### src/rtl/ex_agu_pipe.sv
// ex_agu_pipe: two-stage carry-select address generator, Addr = Rm + (ext(Ri) << Sc).
// Stage 1 builds the extended/scaled index and per-segment speculative sums.
// Stage 2 ripples the segment carries, applies the width rule and the predicate.
// ADDR_W and LOW_W are expected to be multiples of SEG_W, and ADDR_W > SEG_W.
module ex_agu_pipe #(
    parameter int ADDR_W = 48,
    parameter int SEG_W  = 16,
    parameter int IDX_W  = 33,
    parameter int LOW_W  = 32
) (
    input  logic              clock,
    input  logic              reset,
    input  logic              hold,
    input  logic              inValid,
    input  logic [ADDR_W-1:0] regValRm,
    input  logic [ADDR_W-1:0] regValRi,
    input  logic [7:0]        idUIxt,
    input  logic              regSrT,
    input  logic              addrEnJq,
    output logic              outValid,
    output logic              outSkip,
    output logic [ADDR_W-1:0] regOutAddr,
    output logic              outMisal,
    output logic              outWrap
);
    localparam int NSEG = ADDR_W / SEG_W;
    localparam logic [ADDR_W-1:0] LOW_MASK = ADDR_W'({LOW_W{1'b1}});
    localparam logic [SEG_W:0]    SEG_ONE  = (SEG_W+1)'(1);

    typedef enum logic [1:0] {CC_AL = 2'd0, CC_NV = 2'd1, CC_CT = 2'd2, CC_CF = 2'd3} ccE;
    typedef enum logic [1:0] {SZ_B = 2'd0, SZ_W = 2'd1, SZ_L = 2'd2, SZ_Q = 2'd3} sizeE;

    // Zero- or sign-extend the index (tag bit never comes from the index), then scale.
    function automatic logic [ADDR_W-1:0] extendIndex(input logic [IDX_W-1:0] ri,
                                                      input logic             zext,
                                                      input logic [1:0]       sc);
        logic signed [IDX_W-1:0]  riS;
        logic signed [ADDR_W-1:0] wideS;
        logic [ADDR_W-1:0]        ext;
        riS   = signed'(ri);
        wideS = riS;
        ext   = unsigned'(wideS);
        ext[ADDR_W-1] = 1'b0;
        if (zext) ext = {{(ADDR_W-IDX_W){1'b0}}, ri};
        return ext << sc;
    endfunction

    logic [ADDR_W-1:0] idxScaled;
    logic              unusedBits;
    assign idxScaled  = extendIndex(regValRi[IDX_W-1:0], idUIxt[2], idUIxt[1:0]);
    assign unusedBits = ^{regValRi[ADDR_W-1:IDX_W], idUIxt[3]};

    logic           vld_p1, t_p1, jq_p1;
    ccE             cc_p1;
    sizeE           size_p1;
    logic [SEG_W:0] sum0_p1 [NSEG];
    logic [SEG_W:0] sum1_p1 [1:NSEG-1];

    // ---- stage 1: extended index, speculative segment sums, op attributes
    // Capture a new op (or bubble) whenever the pipe is not held.
    always_ff @(posedge clock) begin
        if (reset) begin
            vld_p1  <= 1'b0;
            t_p1    <= 1'b0;
            jq_p1   <= 1'b0;
            cc_p1   <= CC_AL;
            size_p1 <= SZ_B;
            for (int s = 0; s < NSEG; s++) sum0_p1[s] <= '0;
            for (int s = 1; s < NSEG; s++) sum1_p1[s] <= '0;
        end else if (!hold) begin
            vld_p1  <= inValid;
            t_p1    <= regSrT;
            jq_p1   <= addrEnJq;
            cc_p1   <= ccE'(idUIxt[7:6]);
            size_p1 <= sizeE'(idUIxt[5:4]);
            for (int s = 0; s < NSEG; s++)
                sum0_p1[s] <= {1'b0, regValRm[s*SEG_W +: SEG_W]}
                            + {1'b0, idxScaled[s*SEG_W +: SEG_W]};
            for (int s = 1; s < NSEG; s++)
                sum1_p1[s] <= {1'b0, regValRm[s*SEG_W +: SEG_W]}
                            + {1'b0, idxScaled[s*SEG_W +: SEG_W]} + SEG_ONE;
        end
    end

    logic [ADDR_W-1:0] fullSum, resAddr;
    logic              carryTop, carryLow, resWrap, pass, misal;

    // ---- stage 2: carry-select ripple across segments
    // Pick sum1/sum0 per segment from the previous carry; note carries at LOW_W and the top.
    always_comb begin : carryChain
        logic           c;
        logic [SEG_W:0] seg;
        fullSum  = '0;
        carryLow = 1'b0;
        seg      = '0;
        c        = sum0_p1[0][SEG_W];
        fullSum[SEG_W-1:0] = sum0_p1[0][SEG_W-1:0];
        if (LOW_W == SEG_W) carryLow = c;
        for (int s = 1; s < NSEG; s++) begin
            seg = c ? sum1_p1[s] : sum0_p1[s];
            fullSum[s*SEG_W +: SEG_W] = seg[SEG_W-1:0];
            c = seg[SEG_W];
            if ((s + 1) * SEG_W == LOW_W) carryLow = c;
        end
        carryTop = c;
    end

    // Apply the width rule, evaluate the predicate and the alignment check.
    always_comb begin
        resAddr = jq_p1 ? fullSum : (fullSum & LOW_MASK);
        resWrap = jq_p1 ? carryTop : carryLow;
        pass    = 1'b0;
        misal   = 1'b0;
        case (cc_p1)
            CC_AL:   pass = 1'b1;
            CC_NV:   pass = 1'b0;
            CC_CT:   pass = t_p1;
            CC_CF:   pass = ~t_p1;
            default: pass = 1'b0;
        endcase
        case (size_p1)
            SZ_W:    misal = resAddr[0];
            SZ_L:    misal = |resAddr[1:0];
            SZ_Q:    misal = |resAddr[2:0];
            default: misal = 1'b0;
        endcase
    end

    // Register the result; skipped ops zero address and flags, bubbles keep the address.
    always_ff @(posedge clock) begin
        if (reset) begin
            outValid   <= 1'b0;
            outSkip    <= 1'b0;
            regOutAddr <= '0;
            outMisal   <= 1'b0;
            outWrap    <= 1'b0;
        end else if (!hold) begin
            outValid <= vld_p1 & pass;
            outSkip  <= vld_p1 & ~pass;
            outMisal <= vld_p1 & pass & misal;
            outWrap  <= vld_p1 & pass & resWrap;
            if (vld_p1) regOutAddr <= pass ? resAddr : '0;
        end
    end
endmodule

### config.mk
export PLATFORM = sky130hd
export DESIGN_NAME = ex_agu_pipe
export DESIGN_NICKNAME = d
export VERILOG_FILES = /design/src/rtl/ex_agu_pipe.sv
export SDC_FILE = /design/constraint.sdc
export NUM_CORES = 1
export LEC_CHECK = 0
export CORE_MARGIN = 5
export CORE_UTILIZATION = 54
export CTS_CLUSTER_SIZE = 10
export DETAILED_ROUTE_END_ITERATION = 16
export PLACE_DENSITY = 0.86
export SYNTH_ARGS = -nofsm -noshare
export SYNTH_HDL_FRONTEND = slang
export SYNTH_SLANG_ARGS = --single-unit
### constraint.sdc
create_clock -name clock -period 6.4 [get_ports clock]
set_clock_uncertainty 0.2 [all_clocks]
set_input_delay 0.64 -clock clock [delete_from_list [all_inputs] [get_ports clock]]
set_output_delay 0.64 -clock clock [all_outputs]
set_load 0.01 [all_outputs]
=== Yosys cells after proc, flatten, opt, wreduce, memory -nomap -nowiden ===
Memory sizes are Yosys's and may differ from the RTL's.
Index checks and enable logic that the tools add are counted.

* Register bits after elaboration: 59
* RAM bits: 85
* Input bits: 110
* Output and inout bits: 52
* Logic and storage cells: 58
* Memories kept: 2

{| class="wikitable"
|+ Memory list
! name !! depth !! bits a word !! read ports !! clocked after Yosys merged registers in !! wr ports !! line !! text
|-
| sum0_p1 || 3 || 17 || 3 || 0 || 3 || 56 || <nowiki>logic [SEG_W:0] sum0_p1 [NSEG];</nowiki>
|-
| sum1_p1 || 2 || 17 || 2 || 0 || 2 || 57 || <nowiki>logic [SEG_W:0] sum1_p1 [1:NSEG-1];</nowiki>
|}

* Add/sub/neg operators: 5
* Equality and inequality tests: 6
* Shifts and indexed selects: 1
* Multiplexer cells: 18
* Bitwise gates (word level): 12
* Reduce and logical (&&, ||, !) cells: 4

{| class="wikitable"
|+ Operators with widths
! kind !! number
|-
| two-way mux 17 bit || 7
|-
| two-way mux 48 bit || 2
|-
| adder 16 x 16 -> 17 bit || 3
|-
| left shift 48 x 2 -> 48 bit || 1
|-
| two-way mux 47 bit || 1
|-
| adder 17 x 1 -> 17 bit, second input constant || 2
|-
| equality test 2 bit, second input constant || 4
|-
| two-way mux 1 bit || 6
|-
| OR 1 bit || 5
|-
| AND 1 bit || 4
|-
| equality test 2 x 1 -> 1 bit, second input constant || 2
|-
| case mux 1 bit (4 select lines) || 1
|-
| inverter 1 bit || 3
|-
| case mux 1 bit (3 select lines) || 1
|-
| OR reduction 3 bit || 1
|-
| zero test 2 bit || 1
|-
| AND reduction 2 bit || 1
|-
| OR reduction 2 bit || 1
|}

=== Depth between registers and ports, before layout ===
An unclocked memory read counts as a cell.

* Depth in word-level cells: 7
* Gate-level depth with buffers: 15

=== Least setup slack after synthesis ===
Ideal clock, no wire load.

* Path type: input port to flip-flop
* Start point: input idUIxt[0]
* End point: memory sum1_p1[2][13] (netlist bit), data pin
* Arrival time: 4.647 ns
* Data required time: 5.938 ns
* Setup slack: 1.290 ns
* Stages: 14
* Path through: clkbuf_1 -> buf_1 -> mux4_2 -> ha_1 -> inv_1 -> fa_1 -> nor2b_1 -> o21a_1 -> or3_4 -> a21oi_4 -> nand4_4 -> or3_4 -> nor4_1 -> mux2_1

{| class="wikitable"
|+ RTL lines
! what !! line !! text
|-
| from (decl) || 17 || <nowiki>input logic [7:0] idUIxt,</nowiki>
|-
| to (decl) || 57 ||
|}

==> reports/results.ini <==
[routing]
drtIter0Drc = 703
routed_wl_mm = 21.0
num_vias = 7365
wl_per_cell_um = 16.7
drc = 0
viasPerCell = 5.84
first_pass_iters = 5
ant_nets = 0

[timing]
fin_crit_sh = 0.744
max_freq_mhz = 210
slew_headroom = 0.342
rsz0062_at_grt = false
setup_viol = 0
fin_crit_ns = 4.76
holdWs_ns = 0.251
finalMaxSlewViolations = 0
timing.final.hold_violations = 0
fin_setup_tns_ns = 0
tightest_slew_ns = 0.986

[synthesis]
syn_inst = 898
yosysTopAreaCellShare = 0.285
netlist_area_mm2 = 0.00896
synth_area_leader_cell = edfxtp_1
ys_types = 71
yosys_warnings = 0
yosys_register_bits = 144
syn_avg_cell_area_um2 = 9.98
synth.area.top_cells = edfxtp_1 (28%), dfxtp_1 (13%), mux4_2 (7.3%)
netlist_top_cells_count = nor2_1 (101), edfxtp_1 (85), nand2_1 (81), a21oi_1 (70), dfxtp_1 (59)
synth_edf_count = 85
async_flop_share = 0
synth_flop_cell = edfxtp_1
synth-seq-area-share = 0.417
syn_nets = 1051
yosysMostFrequentCell = nor2_1

[clocking]
path_clk_slew_ns = 0.06
cts.sinks = 144
clk_latency_ns = 0.43
cts_root_buffer = clkbuf_16
htree_num_levels = 4
cts_resized = 0
cts_tree = built
cts_buffers = 17
postCtsHoldBufs = 0
cts_setup_buffers = 0
cts_max_path_buffers = 2

[global_routing]
grt_usage = 0.217
grt_max_degree = 49
antenna_found_initial = 0
grt_first_pass_wirelength_mm = 34.6
grt_pass1_vias = 6960
gr-total-overflow = 0

[floorplanning]
dieArea_mm2 = 0.0193
start_util = 0.546
row_count = 47
die_h_um = 139
fp.dieW_um = 139
ios = 162
design.core.area_mm2 = 0.0164

[status]
status = finished, final reports clean

[final_layout]
stdcell_count = 1261
antennaDiodeCount = 0
area_growth_pct = 24.7
fin_nets = 1181
drive_above_1_share = 0.0865
nFillCells = 1230

[setup_path]
cp.arrival_ns = 4.73
cp-end-kind = register
path_max_fanout = 41
crit_required_ns = 6.37
critical_path_class = input pin to register
worstSetupStartpointType = input pin

[placed_design]
gp_congestion = 0.957
port-buffer-count = 145
placedCellCount = 1229
hpwl_mm = 15.6

[power]
ir_drop_v = 0.000202
power.total_mw = 2.74
leakagePower_nw = 4.20
p_per_area_mw_per_mm2 = 245

[min_path]
hold_class = register to register

[flow_run]
maxCapViolCount = 0

[final cells by class]
class	count	area, um^2	area share
clock buffers	18	450	0.0403
repair buffers	153	1500	0.134
clock inverters	14	153	0.0137
well taps	220	275	0.0246
inverters	23	91.3	0.00817
multi-input cells	689	4970	0.445
flip-flops and latches	144	3730	0.334
[cell families after synthesis]
logic type,Yosys count,synth area share
xor gates and xnor gates,49,0.0487
AOI/OAI and AO/OA,209,0.150
adders and majority gates,43,0.0625
DFF,144,0.417
buffers and inverters,65,0.0296
muxes,65,0.114
and+or+nand+nor,323,0.179
[worst max-delay path, stage by stage]
cell      delay, ns
buf_2          0.65
nor2_1         0.12
a211o_1        0.30
o221a_2        0.14
ha_1           0.29
a211oi_1       0.29
o21a_1         0.40
mux2i_2        0.31
xor2_2         0.28
nand4_4        0.18
or3_4          0.39
nor4_1         0.38
mux2_1         0.35
[routing by layer]
layer  vias up  share of wire  GRT usage
li1       3607              -          -
met1      3481           0.42      0.279
met2       242           0.49      0.368
met3        35          0.068     0.0459
met4         0          0.020     0.0711
met5         -              0          0
[registers in the layout (all words and copies together) (netlist names)]
name / cells
outValid: 1
jq_p1: 1
outWrap: 1
sum0_p1: 51
outMisal: 1
sum1_p1: 34
regOutAddr: 48
size_p1: 2
outSkip: 1
t_p1: 1
vld_p1: 1
cc_p1: 2
[power breakdown]
group | switching [mW] | leakage [nW] | internal (mW)
registers | 0.0231 | 1.39 | 1.06
clock network | 0.399 | 0.298 | 0.601
logic | 0.362 | 2.51 | 0.291
total | 0.784 | 4.20 | 1.96
[through the flow]
stage	area, um^2	worst slack [ns]	util
floorplan	8960	1.29	-
global placement	10600	1.35	0.645
detailed placement	10600	1.25	0.645
CTS	11200	1.62	0.681
global route	11200	1.34	0.681
finish	11200	1.64	0.681
[cell usage in the layout (no fill, tap or decap), drive strengths merged, types with 11 or more instances in the layout]
cell type	count
nor2	101
o21a	11
and2	23
ha	40
clkbuf	18
o21ai	45
xnor2	32
mux4	29
nand3	18
inv	25
mux2i	30
a22o	17
dfxtp	59
nand2	81
nor2b	11
nor3	19
a21oi	71
edfxtp	85
clkdlybuf4s50	143
xor2	17
[path summary, 6_finish.rpt]
kind / startpoint / end / slack (ns) / cells after the start
worst max-delay path: idUIxt[1] / sum1_p1[2][13] / 1.64 / 13
worst min-delay path: regOutAddr[28] / regOutAddr[28] / 0.25 / 2
worst max register to register: t_p1 / regOutAddr[42] / 4.19 / 7
worst min register to register: regOutAddr[28] / regOutAddr[28] / 0.25 / 2
Power figures use the tool's default switching activity.
